## src/rtl/xbar_output_buffer.sv

```systemverilog
// ----------------------------------------------------------------------------
// xbar_output_buffer
//
// Purpose:
//   Per-output-port FIFO between the switch crossbar and the outgoing link of a
//   mesh router. The crossbar control unit writes flits with wr_en_i/data_i and
//   watches full_o. The link side is a show-ahead valid/ready interface that
//   always presents the oldest stored flit on data_o.
//
// Parameters:
//   DATA_W  flit width in bits
//   DEPTH   number of FIFO entries (power of two, >= 2)
//
// Ports:
//   clk_i     clock, all state updates on the rising edge
//   rst_ni    synchronous active-low reset (pointers and occupancy only)
//   wr_en_i   write strobe from the crossbar control unit
//   data_i    flit from the crossbar mux
//   full_o    FIFO holds DEPTH entries
//   data_o    head flit toward the link (don't-care while vld_o = 0)
//   vld_o     data_o holds a valid flit
//   rdy_i     link consumer accepts data_o this cycle
//   count_o   current occupancy, 0..DEPTH
//   ovf_o     sticky overflow flag (only with OUT_BUF_OVF_EN)
//
// Configuration:
//   OUT_BUF_OVF_EN  when defined, adds ovf_o, which sets on the cycle after a
//                   write is rejected because the FIFO is full and holds until
//                   reset. When undefined, rejected writes vanish silently.
// ----------------------------------------------------------------------------
module xbar_output_buffer #(
    parameter int unsigned DATA_W = 8,
    parameter int unsigned DEPTH  = 4
) (
    input  logic                     clk_i,
    input  logic                     rst_ni,
    input  logic                     wr_en_i,
    input  logic [DATA_W-1:0]        data_i,
    output logic                     full_o,
    output logic [DATA_W-1:0]        data_o,
    output logic                     vld_o,
    input  logic                     rdy_i,
`ifdef OUT_BUF_OVF_EN
    output logic                     ovf_o,
`endif
    output logic [$clog2(DEPTH):0]   count_o
);

    // Storage index width and pointer width. The extra pointer bit lets the
    // pointers run modulo 2*DEPTH, so their difference equals occupancy.
    localparam int unsigned IdxW = $clog2(DEPTH);
    localparam int unsigned PtrW = IdxW + 1;

    localparam logic [PtrW-1:0] PtrOne   = PtrW'(1);
    localparam logic [PtrW-1:0] DepthVal = PtrW'(DEPTH);
    localparam logic [PtrW-1:0] Zero     = '0;

    // ------------------------------------------------------------------------
    // State
    // ------------------------------------------------------------------------
    logic [PtrW-1:0]   wr_ptr_q, wr_ptr_d;
    logic [PtrW-1:0]   rd_ptr_q, rd_ptr_d;
    logic [PtrW-1:0]   count_q,  count_d;
    logic [DATA_W-1:0] mem_q [DEPTH];

    logic [IdxW-1:0]   wr_idx;
    logic [IdxW-1:0]   rd_idx;

    logic              full;
    logic              not_empty;
    logic              wr_accept;
    logic              wr_reject;
    logic              rd_fire;

    // ------------------------------------------------------------------------
    // Status decode, purely from registered state so that no output has a
    // combinational path from wr_en_i or rdy_i.
    // ------------------------------------------------------------------------
    assign full      = (count_q == DepthVal);
    assign not_empty = (count_q != Zero);

    assign wr_idx = wr_ptr_q[IdxW-1:0];
    assign rd_idx = rd_ptr_q[IdxW-1:0];

    // ------------------------------------------------------------------------
    // Handshake qualification
    // ------------------------------------------------------------------------
    // A write while full is dropped even if the head leaves in the same cycle;
    // the freed slot only becomes writable on the next cycle.
    assign wr_accept = wr_en_i && !full;
    assign wr_reject = wr_en_i && full;

    // An idle consumer asserting rdy_i against an empty FIFO does nothing.
    assign rd_fire   = not_empty && rdy_i;

    // ------------------------------------------------------------------------
    // Next-state logic
    // ------------------------------------------------------------------------
    always_comb begin
        wr_ptr_d = wr_ptr_q;
        rd_ptr_d = rd_ptr_q;
        count_d  = count_q;

        if (wr_accept) begin
            wr_ptr_d = wr_ptr_q + PtrOne;
        end

        if (rd_fire) begin
            rd_ptr_d = rd_ptr_q + PtrOne;
        end

        unique case ({wr_accept, rd_fire})
            2'b10:   count_d = count_q + PtrOne;
            2'b01:   count_d = count_q - PtrOne;
            default: count_d = count_q;
        endcase
    end

    // ------------------------------------------------------------------------
    // Control registers, synchronous reset
    // ------------------------------------------------------------------------
    always_ff @(posedge clk_i) begin
        if (!rst_ni) begin
            wr_ptr_q <= Zero;
            rd_ptr_q <= Zero;
            count_q  <= Zero;
        end else begin
            wr_ptr_q <= wr_ptr_d;
            rd_ptr_q <= rd_ptr_d;
            count_q  <= count_d;
        end
    end

    // ------------------------------------------------------------------------
    // Flit storage. Not reset: an entry is only observable after it has been
    // written, because vld_o gates the head.
    // A write during reset must not be able to disturb anything visible, and
    // since the pointers are being cleared it cannot, so no reset gating here.
    // ------------------------------------------------------------------------
    always_ff @(posedge clk_i) begin
        if (wr_accept) begin
            mem_q[wr_idx] <= data_i;
        end
    end

    // ------------------------------------------------------------------------
    // Optional sticky overflow flag
    // ------------------------------------------------------------------------
`ifdef OUT_BUF_OVF_EN
    logic ovf_q, ovf_d;

    always_comb begin
        ovf_d = ovf_q;
        if (wr_reject) begin
            ovf_d = 1'b1;
        end
    end

    always_ff @(posedge clk_i) begin
        if (!rst_ni) begin
            ovf_q <= 1'b0;
        end else begin
            ovf_q <= ovf_d;
        end
    end

    assign ovf_o = ovf_q;
`else
    // Rejects cannot occur with a well-behaved control unit; the strobe is
    // left unobserved in this build.
    logic unused_wr_reject;
    assign unused_wr_reject = wr_reject;
`endif

    // ------------------------------------------------------------------------
    // Outputs
    // ------------------------------------------------------------------------
    assign full_o  = full;
    assign vld_o   = not_empty;
    assign data_o  = mem_q[rd_idx];   // show-ahead head flit
    assign count_o = count_q;

    // ------------------------------------------------------------------------
    // Internal consistency checks
    // ------------------------------------------------------------------------
    // Occupancy never exceeds the storage size.
    a_count_bound : assert property (@(posedge clk_i) disable iff (!rst_ni)
        count_q <= DepthVal);

    // Occupancy always matches the pointer distance modulo 2*DEPTH.
    a_count_ptr : assert property (@(posedge clk_i) disable iff (!rst_ni)
        count_q == PtrW'(wr_ptr_q - rd_ptr_q));

    // A stalled head stays put until the consumer takes it.
    a_hold_head : assert property (@(posedge clk_i) disable iff (!rst_ni)
        (not_empty && !rdy_i) |=> (rd_ptr_q == $past(rd_ptr_q)));

endmodule

```

## config.mk

```make
export PLATFORM = sky130hd
export DESIGN_NAME = xbar_output_buffer
export DESIGN_NICKNAME = d
export VERILOG_FILES = /design/src/rtl/xbar_output_buffer.sv
export SDC_FILE = /design/constraint.sdc
export NUM_CORES = 1
export LEC_CHECK = 0
export CAP_MARGIN = 20
export CORE_MARGIN = 3
export CORE_UTILIZATION = 60
export DETAILED_ROUTE_END_ITERATION = 6
export DONT_BUFFER_PORTS = 1
export GPL_ROUTABILITY_DRIVEN = 0
export PLACE_DENSITY = 0.76
export SYNTH_ARGS = -nofsm -noshare
export SYNTH_HDL_FRONTEND = slang
export SYNTH_SLANG_ARGS = --single-unit
export TNS_END_PERCENT = 100
```

## constraint.sdc

```tcl
create_clock -name clk_i -period 2.8 [get_ports clk_i]
set_input_delay 0.42 -clock clk_i [delete_from_list [all_inputs] [get_ports clk_i]]
set_output_delay 0.42 -clock clk_i [all_outputs]
set_load 0.02 [all_outputs]
```

==> results of run 1 <==
## worst reg2reg max path, delay by kind of cell, from the launching register on
kind                       cells  cell delay (ns)
xor gates and xnor gates       1             0.16
and+or+nand+nor                3             0.71
DFF                            1             0.56
AOI/OAI and AO/OA              1             0.16
buffers and inverters          2             0.15
adders and majority gates      2             0.55
## kinds of logic after synthesis
family                     share of synthesized area
AOI/OAI and AO/OA                             0.0264
adders and majority gates                     0.0497
xor gates and xnor gates                      0.0211
DFF                                            0.687
and+or+nand+nor                               0.0678
buffers and inverters                         0.0279
muxes                                          0.120
## per-stage QoR
step | power (µW) | hold WS (ns) | setup slack (ns) | std cells | area, µm²
finish | 1500 | 0.161 | 0.463 | 129 | 1730
global route | 1590 | 0.120 | 0.228 | 129 | 1730
CTS | 1530 | 0.142 | 0.437 | 129 | 1730
detailed placement | 1250 | 0.506 | 0.454 | 121 | 1680
global placement | 1240 | 0.487 | 0.565 | 121 | 1680
floorplan | 1190 | 0.468 | 0.357 | 94 | 1660
## final timing paths
kind	depth (start not counted)	end	slack, ns	startpoint
min reg2reg	2	wr_ptr_q[0]	0.52	wr_ptr_q[0]
min	0	mem_q[3][2]	0.16	data_i[2]
max	9	count_o[2]	0.46	count_o[2]
max reg2reg	9	count_o[2]	0.46	count_o[2]
## cell usage after synthesis, types with 2 or more instances
master	instances	area (µm²)
edfxtp_1	32	961
dfxtp_1	9	180
mux4_2	8	180
inv_1	6	22.5
ha_1	5	62.6
nand2_1	5	18.8
and2_2	4	30.0
and2_1	3	18.8
nor2b_1	3	18.8
xnor2_1	3	26.3
mux2i_1	2	20.0
o21ai_0	2	10.0
## state kept, by name, indices dropped and copies added, names as in the netlist, named ones only
register / count
count_o: 3
mem_q: 32
wr_ptr_q: 2
rd_ptr_q: 2
## placed cells by master (no fill, tap or decap), drive strengths merged
| cell | Yosys | final |
|---|---|---|
| o311ai | 1 | 1 |
| nor3b | 1 | 1 |
| or3 | 2 | 2 |
| buf | 3 | 1 |
| dfxtp | 9 | 9 |
| o21ai | 2 | 2 |
| mux4 | 8 | 8 |
| a21boi | 1 | 1 |
| o31a | 1 | 1 |
| ha | 5 | 5 |
| and2 | 7 | 7 |
| xnor2 | 3 | 3 |
| clkbuf | 1 | 6 |
| nor2b | 3 | 3 |
| fa | 1 | 1 |
| mux2i | 2 | 2 |
| xor2 | 1 | 1 |
| nand2 | 5 | 5 |
| inv | 6 | 6 |
| edfxtp | 32 | 32 |
| clkinv | 0 | 2 |
## power breakdown
part / internal [µW] / switching (µW)
registers: 742 / 104
logic: 179 / 206
clock network: 95.7 / 175
## layer usage
layer	part of all wire	GRT usage	vias to the layer above	wire (µm)
met5	0	0	-	0
met4	0.028	0.107	0	65
met3	0.078	0.0789	4	182
met2	0.52	0.271	25	1220
met1	0.37	0.168	367	858
li1	-	-	353	-
## cell type report
cell class	count	area, µm²
clock buffer	6	41.3
multi-input combinational	43	474
tap	30	37.5
fill	173	811
sequential	41	1140
timing repair buffer	1	7.51
clock inverter	2	10.0
inverter	6	22.5
==> reports/metrics.cfg, run 1 <==
[run_status]
outcome=complete, no violations

[drt]
initialDrtViolationCount=14
drt-wirelength-per-cell_um=18.0
postRouteAntennaNets=0
via_count=749
wl_mm=2.33
drc=0
vias_per_cell=5.81
drt_pass1_iterations=4

[timing]
max_clock_freq_mhz=428
period_needed_ns=2.34
period_share=0.835
setup_viol=0
hold_viol_final=0
tightest_slew_ns=0.528
slew_headroom=0.647
slew_viol_final=0
fin_skew_ns=0.00613
rsz0062_at_grt=no
setup-tns-final_ns=0

[power]
p_leak_uw=0.000579
peakVddDrop_v=0.000778
pwr_density_cell_nw_per_um2=865

[synth]
synthCells=94
synth.distinct_cells=24
synthFlopType=edfxtp_1
ys_warn_count=0
synth_area_um2=1660
synth.net_count=112
avgSynthCellArea_um2=17.7
async_flop_share=0
synth_edf_count=32
synth_seq_cells=41
yosysSeqAreaShare=0.687

[worst_setup_path]
cpMostUsedCell=inv_1
slowest_delay_ns=0.56
required_ns=3.08
crit_path_end_kind=register
cp_slowest_cell=dfxtp_1
cp_data_arrival_time_ns=2.61
start_kind=register
crit_family=simple AND/OR/NAND/NOR gates
crit_type=reg -> reg
path_cells=nor3b_2 > nor2b_1 > inv_1 > ha_1 > inv_1 > fa_1 > xor2_1 > or3_1 > a21boi_0
critical_path_buf_inv_count=2
critPathMaxFanout=7

[job]
maxCapViolCount=0

[min_path]
hp-class=in -> reg

[global_routing]
grt_pass1_vias=795
grt_max_degree=13
track_usage=0.165
grt_overflow=0
antenna_found_initial=0
grt_pass1_wl_mm=3.82

[floorplanning]
row_count=18
die_x_um=58.6
die_y_um=58.6
ioPinCount=25
start_util=0.653
core_area_um2=2540
die-area_um2=3440

[clock_tree]
cts_tree=yes
cts.clk_slew.worst_paths_ns=0.11
hold_buffers=0
cts_root_buf=clkbuf_4
cts_resized=0
htree_levels=2
post-cts-setup-buffers=0
cts_buffer_depth=2
cts.sink_count=41
cts_buffers=5
worstSkewPairLatency_ns=0.34

[cells_and_area]
nets=116
utilization=0.681
area_growth_pct=4.37
final_layout_size_suffix_gt1_frac=0.242
antenna_cells=0

[placement]
placement.io_buffers=0
dp_hpwl_mm=1.63

No activity file was read; power rests on OpenSTA's default activity.
==> inputs of run 2 (changes only) <==
- CORE_UTILIZATION: 60 -> 55
- PLACE_DENSITY: 0.76 -> 0.73
- clock period: 2.8 -> 2 ns (I/O delays scaled with it)
==> run 2 against run 1 <==
  * Sequential cell count unchanged
  * Final area grew 4.5%
  * Combinational power is 84% higher
  * Final cell count grew 5.4%
  * Wire length grew 2.7%
  * Clock-buffer cell count is 1 lower
  * Worst hold slack got worse by 0.11 ns
  * Via count grew 6.0%
  * Fmax rose by 24%
  * Critical path depth stayed put
  * Largest cell class unchanged
==> reports/metrics.cfg, run 2 (synthesized netlist as in run 1, its figures left out) <==
[global_routing]
grt_max_degree=13
grt_pass1_vias=804
grt_pass1_wl_mm=3.80
track_usage=0.150
antenna_found_initial=0
grt_overflow=0

[timing]
period_needed_ns=1.89
tightest_slew_ns=0.364
setup-tns-final_ns=0
slew_headroom=0.757
rsz0062_at_grt=yes
max_clock_freq_mhz=529
setup_viol=0
fin_skew_ns=0.00468
slew_viol_final=0
period_share=0.945
hold_viol_final=0

[worst_setup_path]
crit_path_end_kind=register
required_ns=2.27
r2r-end=count_o[2]
cp_slowest_cell=dfxtp_2
r2r_slack_ns=0.11
critPathMaxFanout=4
cp_data_arrival_time_ns=2.16
reg2regPathDepth=9
cpMostUsedCell=inv_2
slowest_delay_ns=0.37
crit_type=reg -> reg
path_cells=nor3b_4 > nor2b_2 > inv_2 > ha_4 > inv_2 > fa_2 > xor2_1 > or3_1 > a21boi_2
start_kind=register
r2r_start=count_o[1]

[cells_and_area]
area_growth_pct=9.11
final_layout_size_suffix_gt1_frac=0.362
final_cell_mix=edfxtp_1 (32), mux4_2 (8), buf_4 (7)
antenna_cells=0
utilization=0.641
final_design_area_no_fill_um2=1810
nets=122
final_common_cell=edfxtp_1
largest_reg_flops=32
largest-register=mem_q

[floorplanning]
die_x_um=61.0
die-area_um2=3720
start_util=0.587
row_count=19
ioPinCount=25
core_area_um2=2830
die_y_um=61.0

[clock_tree]
worstSkewPairLatency_ns=0.33
cts.clk_slew.worst_paths_ns=0.11
cts_buffer_depth=2
cts_root_buf=clkbuf_4
hold_buffers=0
htree_levels=2
cts_buffers=5
cts.sink_count=41
cts_tree=yes

[power]
pwr_density_cell_nw_per_um2=1210
peakVddDrop_v=0.000671
power_uw=2190
p_leak_uw=0.000610

[min_path]
hold_end=mem_q[0][0]
hp-class=in -> reg
hold_path_startpoint=data_i[0]
hold_depth=0

[drt]
vias_per_cell=5.84
maxUsedRoutingLayer=met4
drt_pass1_iterations=4
drc=0
initialDrtViolationCount=27
postRouteAntennaNets=0
drt-wirelength-per-cell_um=17.6
dr_wl_met3_um=178
wl_met1_um=898
via_count=794
wl_met2_mm=1.28
wl_mm=2.39

[placement]
post_dp_cell_area_um2=1740
placement.io_buffers=0

[job]
maxCapViolCount=0

[run_status]
outcome=complete, no violations

## run 2: cell types whose count changed in the layout (fill, tap and decap cells not counted), sizes merged
cell    delta
buf        +6
clkbuf     -1
clkinv     +1
## run 2: what timing repair did
action / CTS / global route
endpoints found under the setup margin: 0 / 1
setup buffers: 0 / 1
gates resized for setup: 0 / 3
## run 2: power by group
group	switching [µW]	internal (µW)
clock	238	127
sequential	74.6	1050
combinational	382	322
total	695	1500
## run 2: worst max-delay path by stage
| stage | depth (start not counted) | endpoint | slack (ns) | from |
|---|---|---|---|---|
| final | 9 | count_o[2] | 0.11 | count_o[1] |
| after global routing | 9 | count_o[2] | -0.01 | count_o[2] |
| after CTS | 9 | count_o[2] | 0.04 | count_o[2] |
| after detailed placement | 9 | count_o[2] | 0.08 | count_o[2] |
| after global placement | 9 | count_o[2] | 0.17 | count_o[0] |
| after floorplan | 10 | count_o[2] | -0.12 | count_o[2] |
## run 2: layout make-up
| type | count | area [µm²] |
|---|---|---|
| Sequential cell | 41 | 1150 |
| Timing Repair Buffer | 7 | 52.6 |
| Inverter | 6 | 22.5 |
| Tap cell | 31 | 38.8 |
| Fill cell | 210 | 1020 |
| Clock inverter | 3 | 12.5 |
| Multi-Input combinational cell | 43 | 502 |
| Clock buffer | 5 | 37.5 |
## run 2: critical path, delay by kind of cell (launching register included)
kind	cells	cell delay, ns
buf+inv	2	0.10
simple gates	3	0.63
xor+xnor	1	0.16
fa+ha+maj	2	0.46
flops	1	0.37
compound gates	1	0.12
## run 2: stage by stage
step / hold WS [ns] / worst slack (ns) / cells
after floorplan: 0.399 / -0.120 / 94
after global placement: 0.399 / 0.172 / 127
after detailed placement: 0.399 / 0.0751 / 127
after CTS: 0.0406 / 0.0406 / 135
after global routing: 0.0205 / -0.0106 / 136
final: 0.0536 / 0.110 / 136
## run 2: layer usage
| layer | track usage | vias up |
|---|---|---|
| met5 | 0 | - |
| met4 | 0.0650 | 0 |
| met3 | 0.0660 | 5 |
| met2 | 0.244 | 24 |
| met1 | 0.173 | 400 |
| li1 | - | 365 |
==> inputs of run 3 (changes only) <==
- PLACE_DENSITY: 0.73 -> unset
- PLACE_DENSITY_LB_ADDON: unset -> 0.2
==> run 3 against run 2 <==
  * Largest power group unchanged
  * Combinational power shrank 0.9%
  * Register-to-register slack lost 0.06 ns
  * Global-route usage grew 0.75 points
  * Wire length grew 6.1%
  * Clock skew grew 0.0076 ns
  * Sequential cell count is the same
  * Worst setup slack lost 0.065 ns
  * Final area shrank 0.21%
==> reports/metrics.cfg, run 3 (synthesized netlist as in run 1, its figures left out) <==
[timing]
fin_skew_ns=0.0123
max_clock_freq_mhz=512
rsz0062_at_grt=yes
hold_viol_final=0
whs_ns=0.0420
slew_headroom=0.722
tightest_slew_ns=0.417
period_needed_ns=1.95
setup-tns-final_ns=0
setup_viol=0
slew_viol_final=0
period_share=0.977

[run_status]
outcome=complete, no violations

[power]
power_switching_uw=716
p_clk_frac=0.171
p_leak_uw=0.000609
power_frac_comb=0.317
power_uw=2200
peakVddDrop_v=0.000650
switching_share=0.325
intPower_uw=1490
pwr_density_cell_nw_per_um2=1220
pwr-share-seq=0.512

[floorplanning]
row_count=19
core_area_um2=2830
die-area_um2=3720
die_y_um=61.0
ioPinCount=25
start_util=0.587
die_x_um=61.0

[global_routing]
grt_overflow=0
grt_pass1_wl_mm=3.95
grt_max_degree=13
antenna_found_initial=0
track_usage=0.158
grt_pass1_vias=795

[drt]
drt-wirelength-per-cell_um=18.7
via_count=783
drt_pass1_iterations=4
wl_mm=2.54
postRouteAntennaNets=0
vias_per_cell=5.76
initialDrtViolationCount=21
drc=0

[cells_and_area]
final_common_cell=edfxtp_1
area_growth_pct=8.89
largest-register=mem_q
final_cell_mix=edfxtp_1 (32), mux4_2 (8), buf_4 (7)
antenna_cells=0
largest_reg_flops=32
final_design_area_no_fill_um2=1810
utilization=0.640
nets=122
final_layout_size_suffix_gt1_frac=0.352

[clock_tree]
hold_buffers=0
worstSkewPairLatency_ns=0.34
cts_buffer_depth=2
htree_levels=2
cts_buffers=5
cts.sink_count=41
cts_tree=yes
cts_root_buf=clkbuf_4
cts.clk_slew.worst_paths_ns=0.12

[placement]
dp_hpwl_mm=1.76
post_dp_cell_area_um2=1730
placement.io_buffers=0

[worst_setup_path]
crit_type=reg -> reg
critPathMaxFanout=7
crit_path_end_kind=register
start_kind=register
cp_data_arrival_time_ns=2.23
required_ns=2.28

[job]
maxCapViolCount=0

[min_path]
hp-class=in -> reg

[run 3: cell count changes in the layout (fill, tap and decap cells not counted)]
cell / change
a21boi_2: -1
a21boi_1: +1
[run 3: stage by stage]
| step | setup WS (ns) | std cells |
|---|---|---|
| detailed placement | 0.0220 | 126 |
| finish | 0.0454 | 136 |
| floorplan | -0.120 | 94 |
| global route | -0.0218 | 136 |
| CTS | 0.00280 | 135 |
| global placement | 0.104 | 126 |
[run 3: final timing paths]
kind | start | end | slack [ns] | cells after the start
worst min register to register | wr_ptr_q[1] | wr_ptr_q[1] | 0.52 | 2
worst min-delay path | data_i[5] | mem_q[1][5] | 0.04 | 0
worst max-delay path | count_o[2] | count_o[2] | 0.05 | 9
worst max register to register | count_o[2] | count_o[2] | 0.05 | 9
[run 3: routing by layer]
metal  wire length [µm]  vias up  global-route usage
met5                  0        -                   0
met4                 19        0              0.0495
met3                193        4              0.0809
met2               1250       24               0.231
met1               1070      390               0.207
li1                   -      365                   -
[run 3: final cells by class]
type                            count  area [µm²]
Multi-Input combinational cell     43         498
Inverter                            6        22.5
Timing Repair Buffer                7        52.6
Fill cell                         200        1020
Clock inverter                      3        12.5
Tap cell                           31        38.8
Clock buffer                        5        37.5
Sequential cell                    41        1150
[run 3: critical path, cell delays in order, from the launching register on]
cell,delay [ns]
dfxtp_4,0.43
nor3b_4,0.23
nor2b_2,0.08
inv_2,0.07
ha_4,0.13
inv_2,0.03
fa_2,0.32
xor2_1,0.16
or3_1,0.32
a21boi_1,0.13
[run 3: what timing repair did]
action,CTS,global route
buffers inserted,1,1
gates resized for setup,0,2
setup endpoints to repair,1,1
[run 3: power by group through the flow]
stage	sequential, µW	clock, µW	combinational [µW]
final	1130	377	699
after global routing	1140	427	755
after CTS	1130	388	686
after detailed placement	1150	0	674
after global placement	1140	0	655
after floorplan	1150	0	544
